**config.mk**
```make
export PLATFORM = sky130hd
export DESIGN_NAME = bus_hold_arbiter
export DESIGN_NICKNAME = d
export VERILOG_FILES = /design/src/rtl/bus_hold_arbiter.sv
export SDC_FILE = /design/constraint.sdc
export NUM_CORES = 1
export LEC_CHECK = 0
export CAP_MARGIN = 10
export CORE_UTILIZATION = 40
export DETAILED_ROUTE_END_ITERATION = 8
export DONT_BUFFER_PORTS = 1
export GPL_TIMING_DRIVEN = 0
export SETUP_SLACK_MARGIN = 0.5
export SYNTH_ARGS = -nofsm -noshare
export SYNTH_HDL_FRONTEND = slang
export SYNTH_SLANG_ARGS = --single-unit
```
**constraint.sdc**
```tcl
create_clock -name CLK -period 4.55 [get_ports CLK]
set_clock_uncertainty 0.15 [all_clocks]
set_input_delay 0.455 -clock CLK [delete_from_list [all_inputs] [get_ports CLK]]
set_output_delay 0.455 -clock CLK [all_outputs]
set_load 0.005 [all_outputs]
```
**src/rtl/bus_hold_arbiter.sv**
```systemverilog
// ---------------------------------------------------------------------------
// bus_hold_arbiter
//
// Shares the 8088 local bus between the CPU and NREQ external bus masters.
// A request raises the CPU HOLD pin; once HLDA comes back the round-robin
// winner gets a one-hot grant. When the tenure ends the bus goes back to the
// CPU, which then keeps it for at least MIN_CPU_CYCLES clocks before HOLD can
// be raised again.
//
// Handshake (REQ/GNT): a master raises REQ and keeps it high for its whole
// tenure. It may drive the bus only while its GNT bit is 1. Dropping REQ
// while granted ends the tenure at the next edge. Dropping REQ before the
// grant is a withdrawal: HOLD still stands until HLDA answers, then the bus
// is handed straight back to the CPU without a grant.
//
// Optional feature, macro BUS_TENURE_LIMIT_EN:
//   defined     - a tenure is cut after MAX_HOLD_CYCLES cycles of grant and
//                 TIMEOUT pulses for one cycle.
//   not defined - tenure unlimited, TIMEOUT is constant 0.
//
// Ports
//   CLK        in   system clock, posedge
//   RESET_N    in   asynchronous active-low reset
//   REQ        in   [NREQ] bus request per master
//   GNT        out  [NREQ] one-hot grant (registered)
//   HOLD       out  CPU HOLD pin (registered)
//   HLDA       in   CPU HLDA pin, synchronous to CLK
//   BUSY       out  1 whenever the arbiter is not idle (registered)
//   ERR        out  one-cycle pulse: HLDA fell while a grant was active
//   TIMEOUT    out  one-cycle pulse: tenure forcibly ended
//   state_dbg  out  current FSM state, for debug and checkers
// ---------------------------------------------------------------------------
module bus_hold_arbiter #(
  parameter int NREQ            = 4,
  parameter int MIN_CPU_CYCLES  = 2,
  parameter int MAX_HOLD_CYCLES = 64
) (
  input  logic            CLK,
  input  logic            RESET_N,
  input  logic [NREQ-1:0] REQ,
  output logic [NREQ-1:0] GNT,
  output logic            HOLD,
  input  logic            HLDA,
  output logic            BUSY,
  output logic            ERR,
  output logic            TIMEOUT,
  output logic [2:0]      state_dbg
);

  localparam int IW = $clog2(NREQ);
  localparam int GW = $clog2(MIN_CPU_CYCLES + 1);

  typedef enum logic [2:0] {
    S_IDLE      = 3'd0,
    S_WAIT_HLDA = 3'd1,
    S_GRANT     = 3'd2,
    S_RELEASE   = 3'd3,
    S_GAP       = 3'd4
  } state_t;

  state_t          state, state_nx;
  logic [IW-1:0]   ptr, ptr_nx;
  logic [IW-1:0]   winner, winner_nx;
  logic [GW-1:0]   gap_cnt, gap_nx;
  logic [NREQ-1:0] gnt_nx;
  logic            hold_nx, busy_nx, err_nx, timeout_nx;
  logic            scan_hit;
  logic [IW-1:0]   scan_idx;
  logic [IW-1:0]   ptr_after_winner;
  logic            tenure_expired;

  // Index addition modulo NREQ (NREQ need not be a power of two).
  function automatic logic [IW-1:0] wrap_add(input logic [IW-1:0] base, input int off);
    int s;
    s = int'(base) + off;
    if (s >= NREQ) s = s - NREQ;
    return IW'(s);
  endfunction

  // Round-robin scan starting at ptr. Walking the offsets from the far end
  // down to 0 lets the closest set bit to ptr overwrite any later one.
  always_comb begin
    scan_hit = 1'b0;
    scan_idx = ptr;
    for (int i = NREQ - 1; i >= 0; i--) begin
      if (REQ[wrap_add(ptr, i)]) begin
        scan_hit = 1'b1;
        scan_idx = wrap_add(ptr, i);
      end
    end
  end

  assign ptr_after_winner = wrap_add(winner, 1);

`ifdef BUS_TENURE_LIMIT_EN
  localparam int TW = $clog2(MAX_HOLD_CYCLES + 1);
  logic [TW-1:0] ten_cnt;

  // Counts completed GRANT cycles; it is zero on the first grant cycle.
  always_ff @(posedge CLK or negedge RESET_N) begin
    if (!RESET_N) begin
      ten_cnt <= '0;
    end else if (state != S_GRANT) begin
      ten_cnt <= '0;
    end else begin
      ten_cnt <= ten_cnt + 1'b1;
    end
  end

  assign tenure_expired = (ten_cnt == TW'(MAX_HOLD_CYCLES - 1));
`else
  // The tenure limit is not built; the parameter stays referenced only so
  // the module interface is identical in both builds.
  logic unused_max_hold;
  assign unused_max_hold = (MAX_HOLD_CYCLES > 0);
  assign tenure_expired  = 1'b0;
`endif

  always_comb begin
    state_nx   = state;
    ptr_nx     = ptr;
    winner_nx  = winner;
    gap_nx     = gap_cnt;
    gnt_nx     = GNT;
    hold_nx    = HOLD;
    err_nx     = 1'b0;
    timeout_nx = 1'b0;

    unique case (state)
      S_IDLE: begin
        if (scan_hit) begin
          winner_nx = scan_idx;
          hold_nx   = 1'b1;
          state_nx  = S_WAIT_HLDA;
        end
      end

      // HOLD must stand until HLDA even if the winner has withdrawn.
      S_WAIT_HLDA: begin
        if (HLDA) begin
          if (REQ[winner]) begin
            gnt_nx         = '0;
            gnt_nx[winner] = 1'b1;
            state_nx       = S_GRANT;
          end else begin
            hold_nx  = 1'b0;
            state_nx = S_RELEASE;
          end
        end
      end

      // Other requests are ignored here: no preemption.
      S_GRANT: begin
        if (!HLDA || !REQ[winner] || tenure_expired) begin
          gnt_nx     = '0;
          hold_nx    = 1'b0;
          ptr_nx     = ptr_after_winner;
          state_nx   = S_RELEASE;
          err_nx     = !HLDA;
          timeout_nx = HLDA && REQ[winner] && tenure_expired;
        end
      end

      S_RELEASE: begin
        if (!HLDA) begin
          gap_nx   = GW'(MIN_CPU_CYCLES - 1);
          state_nx = S_GAP;
        end
      end

      S_GAP: begin
        if (gap_cnt == '0) begin
          state_nx = S_IDLE;
        end else begin
          gap_nx = gap_cnt - 1'b1;
        end
      end

      default: begin
        gnt_nx   = '0;
        hold_nx  = 1'b0;
        state_nx = S_IDLE;
      end
    endcase

    busy_nx = (state_nx != S_IDLE);
  end

  always_ff @(posedge CLK or negedge RESET_N) begin
    if (!RESET_N) begin
      state   <= S_IDLE;
      ptr     <= '0;
      winner  <= '0;
      gap_cnt <= '0;
      GNT     <= '0;
      HOLD    <= 1'b0;
      BUSY    <= 1'b0;
      ERR     <= 1'b0;
      TIMEOUT <= 1'b0;
    end else begin
      state   <= state_nx;
      ptr     <= ptr_nx;
      winner  <= winner_nx;
      gap_cnt <= gap_nx;
      GNT     <= gnt_nx;
      HOLD    <= hold_nx;
      BUSY    <= busy_nx;
      ERR     <= err_nx;
      TIMEOUT <= timeout_nx;
    end
  end

  assign state_dbg = state;

endmodule

```
==> results of run 1 <==
## routing by layer
metal  GRT usage [%]  part of all wire [%]  up-vias
met2            26.3                    47       19
li1                -                     -      382
met3            6.25                   5.5        2
met4            5.56                   1.1        0
met5               0                     0        -
met1            20.2                    47      380
## worst max-delay path: stages, from the launching register on
cell and delay (ps):
dfrtp_1 460, mux2i_1 300, o22ai_2 200, or3_4 420
mux2_4 300
## kinds of logic (layout without fill, tap and decap cells)
family / count (synthesis) / in the layout / share of synthesized area (%)
fa+ha+maj: 5 / 5 / 6.51
compound gates: 27 / 27 / 19.3
simple gates: 35 / 35 / 20.4
mux: 5 / 5 / 5.73
other cells: 1 / 1 / 0.390
buf+inv: 14 / 19 / 5.99
flops: 16 / 16 / 41.7
## worst paths after layout
| path | startpoint | end | cells past startpoint | slack [ps] |
|---|---|---|---|---|
| min reg2reg | gap_cnt[1]$_DFFE_PN0P_ | gap_cnt[1]$_DFFE_PN0P_ | 2 | 380 |
| min in group asynchronous | RESET_N | GNT[3]$_DFFE_PN0P_ | 1 | 500 |
| max reg2reg | winner[1]$_DFFE_PN0P_ | ptr[1]$_DFFE_PN0P_ | 4 | 2600 |
| min | HLDA | ERR$_DFF_PN0_ | 1 | 80 |
| max | winner[1]$_DFFE_PN0P_ | ptr[1]$_DFFE_PN0P_ | 4 | 2600 |
| max in group asynchronous | RESET_N | ptr[0]$_DFFE_PN0P_ | 1 | 3310 |
## sequential cells by signal (all words and copies together) (netlist names)
| signal | count |
|---|---|
| GNT | 4 |
| state_dbg | 3 |
| gap_cnt | 2 |
| ptr | 2 |
| winner | 2 |
| BUSY | 1 |
| ERR | 1 |
| HOLD | 1 |
## power by group through the flow
stage	Sequential [mW]	Combinational [mW]	Clock [mW]
CTS	0.275	0.309	0.0958
global route	0.285	0.355	0.102
global placement	0.275	0.298	0
detailed placement	0.276	0.304	0
finish	0.274	0.309	0.0905
floorplan	0.260	0.250	0
## layout by cell type, fill, tap and decap left out, drive strengths merged
master / n
nand3b: 1
nor2b: 3
o221ai: 1
a31oi: 3
dfrtp: 16
nand4bb: 1
mux2i: 4
clkbuf: 6
a21o: 1
nor2: 4
a21oi: 4
and3: 1
or3: 2
mux2: 1
o2111ai: 1
nand4: 4
ha: 5
o22ai: 4
o31ai: 1
nor3: 1
or4: 1
dlygate4sd3: 1
conb: 1
nand2b: 4
nand2: 12
buf: 2
and3b: 1
inv: 10
o21ai: 7
o311ai: 5
## through the flow
step / instances / util [%] / hold WS, ps / setup WS, ps / area, sq um
5_1_grt: 136 / 46.7 / 62.4 / 2520 / 1040
3_3_place_gp: 131 / 44.6 / 9.87 / 2630 / 996
2_1_floorplan: 103 / - / 9.41 / 2710 / 961
4_1_cts: 136 / 46.7 / 73.9 / 2610 / 1040
6_report: 136 / 46.7 / 83.5 / 2600 / 1040
3_5_place_dp: 131 / 44.6 / 9.89 / 2610 / 996
## area by class of cell
cell class	instances	area, sq um
buffer	4	20.0
multi-input combinational	73	503
sequential	16	400
fill	204	1190
tap	28	35.0
inverter	10	37.5
timing repair buffer	1	10.0
clock buffer	4	36.3
==> run metrics, run 1 <==
postcts setup bufs 0; Pleak about 0.46 nW; CTS sink count 16; WS Path Type reg2reg; clk buf depth 2; top cell type's share of synthesized area approximately two fifths; upper clock frequency limit 513 MHz; sequential area share after synthesis a little over two fifths; Top Ports 18; Crit. End Element flip-flop; synth top area cells dfrtp_1, ha_1, nand2_1; Die W just over 50 um; nets about 120; Period Utilization, post-route a little over two fifths; grt total ovfl 0; DRT iter0 DRCs 23; cell area after synthesis 961 sq um; first-pass GRT wire length approximately 3.1 mm; FFs w/ async S/R, synth 100%; count leader, synth dfrtp_1; post-synth cell types 34; worst skew pair latency 280 ps; yosys warns 0; Pwr per Cell Area around 650 nW/um^2; largest net degree at the start of global routing 17; die area about 2600 sq um; Die Y about 51 um; peak supply drop around 380 uV; GRT Util Overall 16.5%; DRT Wirelength between 1.5 and 2 mm; Synth Area per Inst between 9 and 10 sq um; Slew Limit Fails 0; switching power total 286 uW; CP Max Fanout 7; Net Sw Frac 42.5%; final setup TNS 0 ps; placement row count 17; Final GP Congestion approximately 0.84; clock-pin slew on the worst setup and hold paths roughly 90 ps; Cells after Synth 103; Tmin final 1950 ps; Gate power share between 40% and 50%; max_cap viols 0; Root Driver clkbuf_4; actual slew at the worst max-slew pin 693 ps; status finished clean; WP data arrival 1970 ps; setup violators final 0; Slew headroom between 50 and 60%; Core Area around 2200 sq um; PortBufs 0; DR vias just under 800; Vias/cell roughly 5.8; EDFF count, synth 0; post-synth net total 115; top_reg_cell synth dfrtp_1; drt pass-1 iters 4; Pint ~390 uW; CTS tree built; Yosys reg bits 16; RSZ-0062 raised after global routing false; vias in the first global route about 730; synth cell count leaders dfrtp_1, nand2_1, inv_1, o21ai_0, ha_1; CTS Hold Buffers Added 1; Clk pwr share between 10 and 15%; drt wl/cell between 10 and 15 um; PnR Total Power 673 uW; worst hold path class in2reg; number of buffers created by CTS 3; post-cts sizing count 0; Clock H-tree levels 1; initial antenna violation count 0; Worst setup SP type flip-flop; n_diodes 0; sequential share of power 40.7%; Synth area leader dfrtp_1; share of layout cells above drive strength 1 between 10 and 15%; Hold Fails Final Rpt 0; DRC 0; Starting Density roughly 43%; ANT nets after route 0; HPWL Detailed around 1.4 mm; area delta synth->final 8.46%; CP Data Required Time around 4600 ps
(Power assumes the default switching activity.)
==> inputs of run 2 (changes only) <==
==> constraint.sdc (replaced) <==
create_clock -name CLK -period 1.6 [get_ports CLK]
set_clock_uncertainty 0.15 [all_clocks]
set_input_delay 0.16 -clock CLK [delete_from_list [all_inputs] [get_ports CLK]]
set_output_delay 0.16 -clock CLK [all_outputs]
set_load 0.005 [all_outputs]
==> run 2 against run 1 <==
  * The flow now finishes with violations (negative hold slack, negative setup slack)
  * Combinational power increased to 5.2 times the previous value
  * Worst setup slack got worse by 2700 ps
  * Via count grew 9.8%
  * Largest power group unchanged
==> run metrics, run 2 (synthesized netlist as in run 1, its figures left out) <==
switching power total 1.13 mW (was 286 uW); clock-pin slew on the worst setup and hold paths 90 ps (about the same); Slew Limit Fails 0 (unchanged); max reg flops 4 (unchanged); CP Max Fanout 3 (was 7); number of buffers created by CTS 3 (unchanged); status finished, violations left (was finished clean); area of the multi-input gates 674 sq um (was 503 sq um); vias in the first global route 820 (was 729); die area 2600 sq um (unchanged); drt wl/cell 16.4 um (was 14.1 um); Clock H-tree levels 1 (unchanged); most frequent cells in the layout buf_4, dfrtp_1, nand2_1, inv_1 (was dfrtp_1, nand2_1, inv_1, o21ai_0, ha_1); CP Data Required Time 1630 ps (was 4570 ps); HPWL Detailed 1.41 mm (was 1.42 mm); actual slew at the worst max-slew pin 729 ps (was 693 ps); Tmin final 1750 ps (was 1950 ps); Slew headroom 51.4% (was 53.6%); Net Sw Frac 42.6% (was 42.5%); Core Area 2230 sq um (unchanged); clk buf depth 2 (unchanged); drt pass-1 iters 4 (unchanged); sequential share of power 31.4% (was 40.7%); CTS tree built (unchanged); peak supply drop 1190 uV (was 379 uV); Worst setup SP type flip-flop (unchanged); DRT Wirelength 2.51 mm (was 1.92 mm); Gate power share 60.1% (was 45.8%); upper clock frequency limit 572 MHz (was 513 MHz); nets 138 (was 121); most common cell after layout, fill and taps aside buf_4 (was dfrtp_1); Starting Density 43.0% (unchanged); Die Y 51.0 um (unchanged); Period Utilization, post-route 109% (was 42.8%); fillers 188 (was 204); fin worst setup slack -147 ps (was 2600 ps); PortBufs 0 (unchanged); DRT iter0 DRCs 22 (was 23); share of layout cells above drive strength 1 40.8% (was 10.2%); pre-CTS worst setup slack -311 ps (was 2610 ps); Vias/cell 5.62 (was 5.76); Root Driver clkbuf_4 (unchanged); ANT nets after route 0 (unchanged); setup violators final 7 (was 0); Clk pwr share 8.5% (was 13.5%); area delta synth->final 43.7% (was 8.46%); max_cap viols 0 (unchanged); DR vias 860 (was 783); placed cell area 1030 sq um (was 996 sq um); WS Path Type reg2reg (unchanged); largest net degree at the start of global routing 17 (unchanged); placement row count 17 (unchanged); Most flops, register GNT (unchanged); RSZ-0062 raised after global routing true (was false); Pwr per Cell Area 1930 nW/um^2 (was 646 nW/um^2); register area 405 sq um (was 400 sq um); n_diodes 0 (unchanged); Top Ports 18 (unchanged); post-route cell area 1380 sq um (was 1040 sq um); worst skew pair latency 290 ps (was 280 ps); Hold Slack -167 ps (was 83.5 ps); Final GP Congestion 0.799 (was 0.836); GRT Util Overall 18.2% (was 16.5%); non-filler cells in the finished layout 153 (was 136); Die W 51.0 um (unchanged); placed cells 131 (unchanged); Hold Fails Final Rpt 16 (was 0); Crit. End Element flip-flop (unchanged); final setup TNS -687 ps (was 0 ps); Pint 1.53 mW (was 387 uW); first-pass GRT wire length 3.57 mm (was 3.15 mm); CTS sink count 16 (unchanged); DRC 0 (unchanged); worst hold path class in2async (was in2reg); utilization after layout 61.8% (was 46.7%); Pleak 0.595 nW (was 0.464 nW); grt total ovfl 0 (unchanged); WP data arrival 1780 ps (was 1970 ps); failing checks negative hold slack, negative setup slack; CTS Hold Buffers Added 5 (was 1); initial antenna violation count 0 (unchanged)
-- run 2: power by group through the flow --
stage               registers (mW)  logic (mW)  clock network (mW)
floorplan                    0.754       0.782                   0
global placement             0.796       0.926                   0
detailed placement           0.802       0.943                   0
CTS                          0.808        1.28               0.235
global route                 0.865        1.73               0.257
finish                       0.836        1.60               0.227
-- run 2: final timing paths --
kind	startpoint	end	slack, ps	depth (start not counted)
hold / removal	RESET_N	BUSY$_DFF_PN0_	-170	1
hold reg to reg	gap_cnt[1]$_DFFE_PN0P_	gap_cnt[1]$_DFFE_PN0P_	390	2
setup reg to reg	winner[1]$_DFFE_PN0P_	ptr[1]$_DFFE_PN0P_	-150	4
max in group asynchronous	RESET_N	winner[1]$_DFFE_PN0P_	960	1
min in group CLK	REQ[2]	winner[0]$_DFFE_PN0P_	30	3
setup / recovery	winner[1]$_DFFE_PN0P_	ptr[1]$_DFFE_PN0P_	-150	4
-- run 2: through the flow --
step / power [mW] / hold WS, ps
final: 2.66 / -167
after global routing: 2.85 / -126
after CTS: 2.32 / 23.8
after detailed placement: 1.74 / -285
after global placement: 1.72 / -285
after floorplan: 1.54 / -286
-- run 2: routing by layer --
layer  GRT usage (%)  share of wire, %  vias to the layer above
met5               0                 0                        -
met4            3.70              0.20                        0
met2            30.0                52                       31
met3            6.55               4.1                        2
li1                -                 -                      413
met1            22.7                44                      414
-- run 2: timing repair --
| item | CTS | global route |
|---|---|---|
| resized for setup | 19 | 18 |
| pin swaps | 3 | 5 |
| gates cloned | 0 | 0 |
| buffers inserted | 7 | 6 |
| setup endpoints to repair | 15 | 21 |
| hold endpoints to repair | 21 | 16 |
-- run 2: area by class of cell --
type	instances	area share (%)
flip-flops and latches	16	29.3
inverters	10	2.72
multi-input cells	73	48.8
clock buffers	4	1.90
repair buffers	18	10.9
well taps	28	2.54
plain buffers	4	3.80
-- run 2: critical path, cell delays in order (launching register included) --
cell     delay, ps
dfrtp_2        450
mux2i_4        290
o22ai_4        100
or3_4          350
mux2_4         300
==> inputs of run 3 (changes only) <==
==> constraint.sdc (replaced) <==
create_clock -name CLK -period 1.7 [get_ports CLK]
set_clock_uncertainty 0.15 [all_clocks]
set_input_delay 0.17 -clock CLK [delete_from_list [all_inputs] [get_ports CLK]]
set_output_delay 0.17 -clock CLK [all_outputs]
set_load 0.005 [all_outputs]
==> run 3 against run 2 <==
  * The run still ends with negative hold slack, negative setup slack left
  * Sequential power shrank 7.1%
  * Utilization fell by 1.4 points
  * Non-clock buffer count decreased by 2
  * First-iteration DRC count is 4.5% lower
  * Sequential share of layout area up 0.68 points
  * Via count up 2.1%
  * Flip-flop and latch count did not move
  * Critical path type unchanged
==> run metrics, run 3 (synthesized netlist as in run 1, its figures left out) <==
PnR Total Power 2.46 mW (was 2.66 mW); placed cells 131 (unchanged); actual slew at the worst max-slew pin 782 ps (was 729 ps); Pleak 0.583 nW (was 0.595 nW); switching power total 1.05 mW (was 1.13 mW); worst skew pair latency 280 ps (was 290 ps); max_cap viols 0 (unchanged); n_diodes 0 (unchanged); drt pass-1 iters 4 (unchanged); grt total ovfl 0 (unchanged); Most flops, register GNT (unchanged); Worst setup SP type flip-flop (unchanged); Starting Density 43.0% (unchanged); Crit. End Element flip-flop (unchanged); Die Y 51.0 um (unchanged); sequential share of power 31.6% (was 31.4%); register area 405 sq um (unchanged); placement row count 17 (unchanged); failing checks negative hold slack, negative setup slack (unchanged); CTS tree built (unchanged); HPWL Detailed 1.46 mm (was 1.41 mm); CP Data Required Time 1730 ps (was 1630 ps); final setup TNS -31.7 ps (was -687 ps); upper clock frequency limit 577 MHz (was 572 MHz); fin worst setup slack -31.6 ps (was -147 ps); Tmin final 1730 ps (was 1750 ps); vias in the first global route 897 (was 820); DR vias 878 (was 860); status finished, violations left (unchanged); GRT Util Overall 21.2% (was 18.2%); Pwr per Cell Area 1820 nW/um^2 (was 1930 nW/um^2); WS Path Type reg2reg (unchanged); drt wl/cell 17.6 um (was 16.4 um); DRT Wirelength 2.66 mm (was 2.51 mm); Root Driver clkbuf_4 (unchanged); max reg flops 4 (unchanged); Period Utilization, post-route 102% (was 109%); setup violators final 2 (was 7); DRT iter0 DRCs 21 (was 22); Pint 1.41 mW (was 1.53 mW); ANT nets after route 0 (unchanged); Slew Limit Fails 0 (unchanged); Vias/cell 5.81 (was 5.62); RSZ-0062 raised after global routing true (unchanged); initial antenna violation count 0 (unchanged); largest net degree at the start of global routing 17 (unchanged); number of buffers created by CTS 3 (unchanged); Slew headroom 47.9% (was 51.4%); worst hold path class in2async (unchanged); die area 2600 sq um (unchanged); fillers 177 (was 188); CTS sink count 16 (unchanged); Clk pwr share 8.5% (about the same); Clock H-tree levels 1 (unchanged); Net Sw Frac 42.6% (about the same); area of the multi-input gates 644 sq um (was 674 sq um); first-pass GRT wire length 4.08 mm (was 3.57 mm); clock-pin slew on the worst setup and hold paths 90 ps (about the same); CP Max Fanout 3 (unchanged); CTS Hold Buffers Added 5 (unchanged); non-filler cells in the finished layout 151 (was 153); most frequent cells in the layout dfrtp_1, nand2_1, inv_1, buf_4 (was buf_4, dfrtp_1, nand2_1, inv_1); Top Ports 18 (unchanged); WP data arrival 1760 ps (was 1780 ps); nets 136 (was 138); peak supply drop 950 uV (was 1190 uV); Final GP Congestion 0.797 (was 0.799); Die W 51.0 um (unchanged); share of layout cells above drive strength 1 38.2% (was 40.8%); PortBufs 0 (unchanged); Core Area 2230 sq um (unchanged); clk buf depth 2 (unchanged); Gate power share 59.9% (was 60.1%); Hold Fails Final Rpt 16 (unchanged); DRC 0 (unchanged); area delta synth->final 40.5% (was 43.7%); Hold Slack -127 ps (was -167 ps)
[run 3: layout make-up]
cell class | instances | share of cell area [%]
clock buffer | 4 | 1.95
timing repair buffer | 16 | 11.5
inverter | 10 | 2.78
sequential | 16 | 30.0
multi-input combinational | 73 | 47.7
tap | 28 | 2.60
buffer | 4 | 3.43
[run 3: through the flow]
| stage | hold slack, ps | setup slack (ps) | utilization, % | cell area (sq um) |
|---|---|---|---|---|
| after CTS | 38.2 | -34.3 | 58.2 | 1300 |
| final | -127 | -31.6 | 60.4 | 1350 |
| after global routing | -77.9 | -84.9 | 60.4 | 1350 |
| after floorplan | -276 | -63.9 | - | 991 |
| after detailed placement | -275 | -214 | 45.9 | 1030 |
| after global placement | -275 | -180 | 45.9 | 1030 |
[run 3: path summary, 6_finish.rpt]
| kind | from | to | slack, ps | depth (start not counted) |
|---|---|---|---|---|
| setup / recovery | winner[1]$_DFFE_PN0P_ | ptr[1]$_DFFE_PN0P_ | -30 | 4 |
| hold / removal | RESET_N | BUSY$_DFF_PN0_ | -130 | 1 |
| setup reg to reg | winner[1]$_DFFE_PN0P_ | ptr[1]$_DFFE_PN0P_ | -30 | 4 |
| hold reg to reg | gap_cnt[1]$_DFFE_PN0P_ | gap_cnt[1]$_DFFE_PN0P_ | 390 | 2 |
| max in group asynchronous | RESET_N | winner[1]$_DFFE_PN0P_ | 990 | 1 |
| min in group CLK | REQ[2] | winner[0]$_DFFE_PN0P_ | 50 | 3 |
[run 3: worst max-delay path, stage by stage, from the launching register on]
cell     delay, ps
dfrtp_2        450
mux2i_4        290
o22ai_4         90
or3_4          350
mux2_4         300
[run 3: timing repair]
item | 4_1_cts | 5_1_grt
resized for setup | 21 | 12
pin swaps | 6 | 4
setup endpoints to repair | 14 | 18
buffers inserted | 11 | 0
endpoints found under the hold margin | 21 | 16
[run 3: power by group through the flow]
stage | combinational (mW) | clock (mW) | sequential (mW)
2_1_floorplan | 0.736 | 0 | 0.710
3_3_place_gp | 0.873 | 0 | 0.750
3_5_place_dp | 0.895 | 0 | 0.755
4_1_cts | 1.32 | 0.222 | 0.767
5_1_grt | 1.59 | 0.234 | 0.804
6_report | 1.48 | 0.210 | 0.777
[run 3: per-layer routing]
layer,GRT usage [%],routed length [um],vias to the layer above
met5,0,0,-
met4,5.56,30,0
met3,5.95,119,6
met2,36.8,1390,34
met1,25.5,1120,426
li1,-,-,412
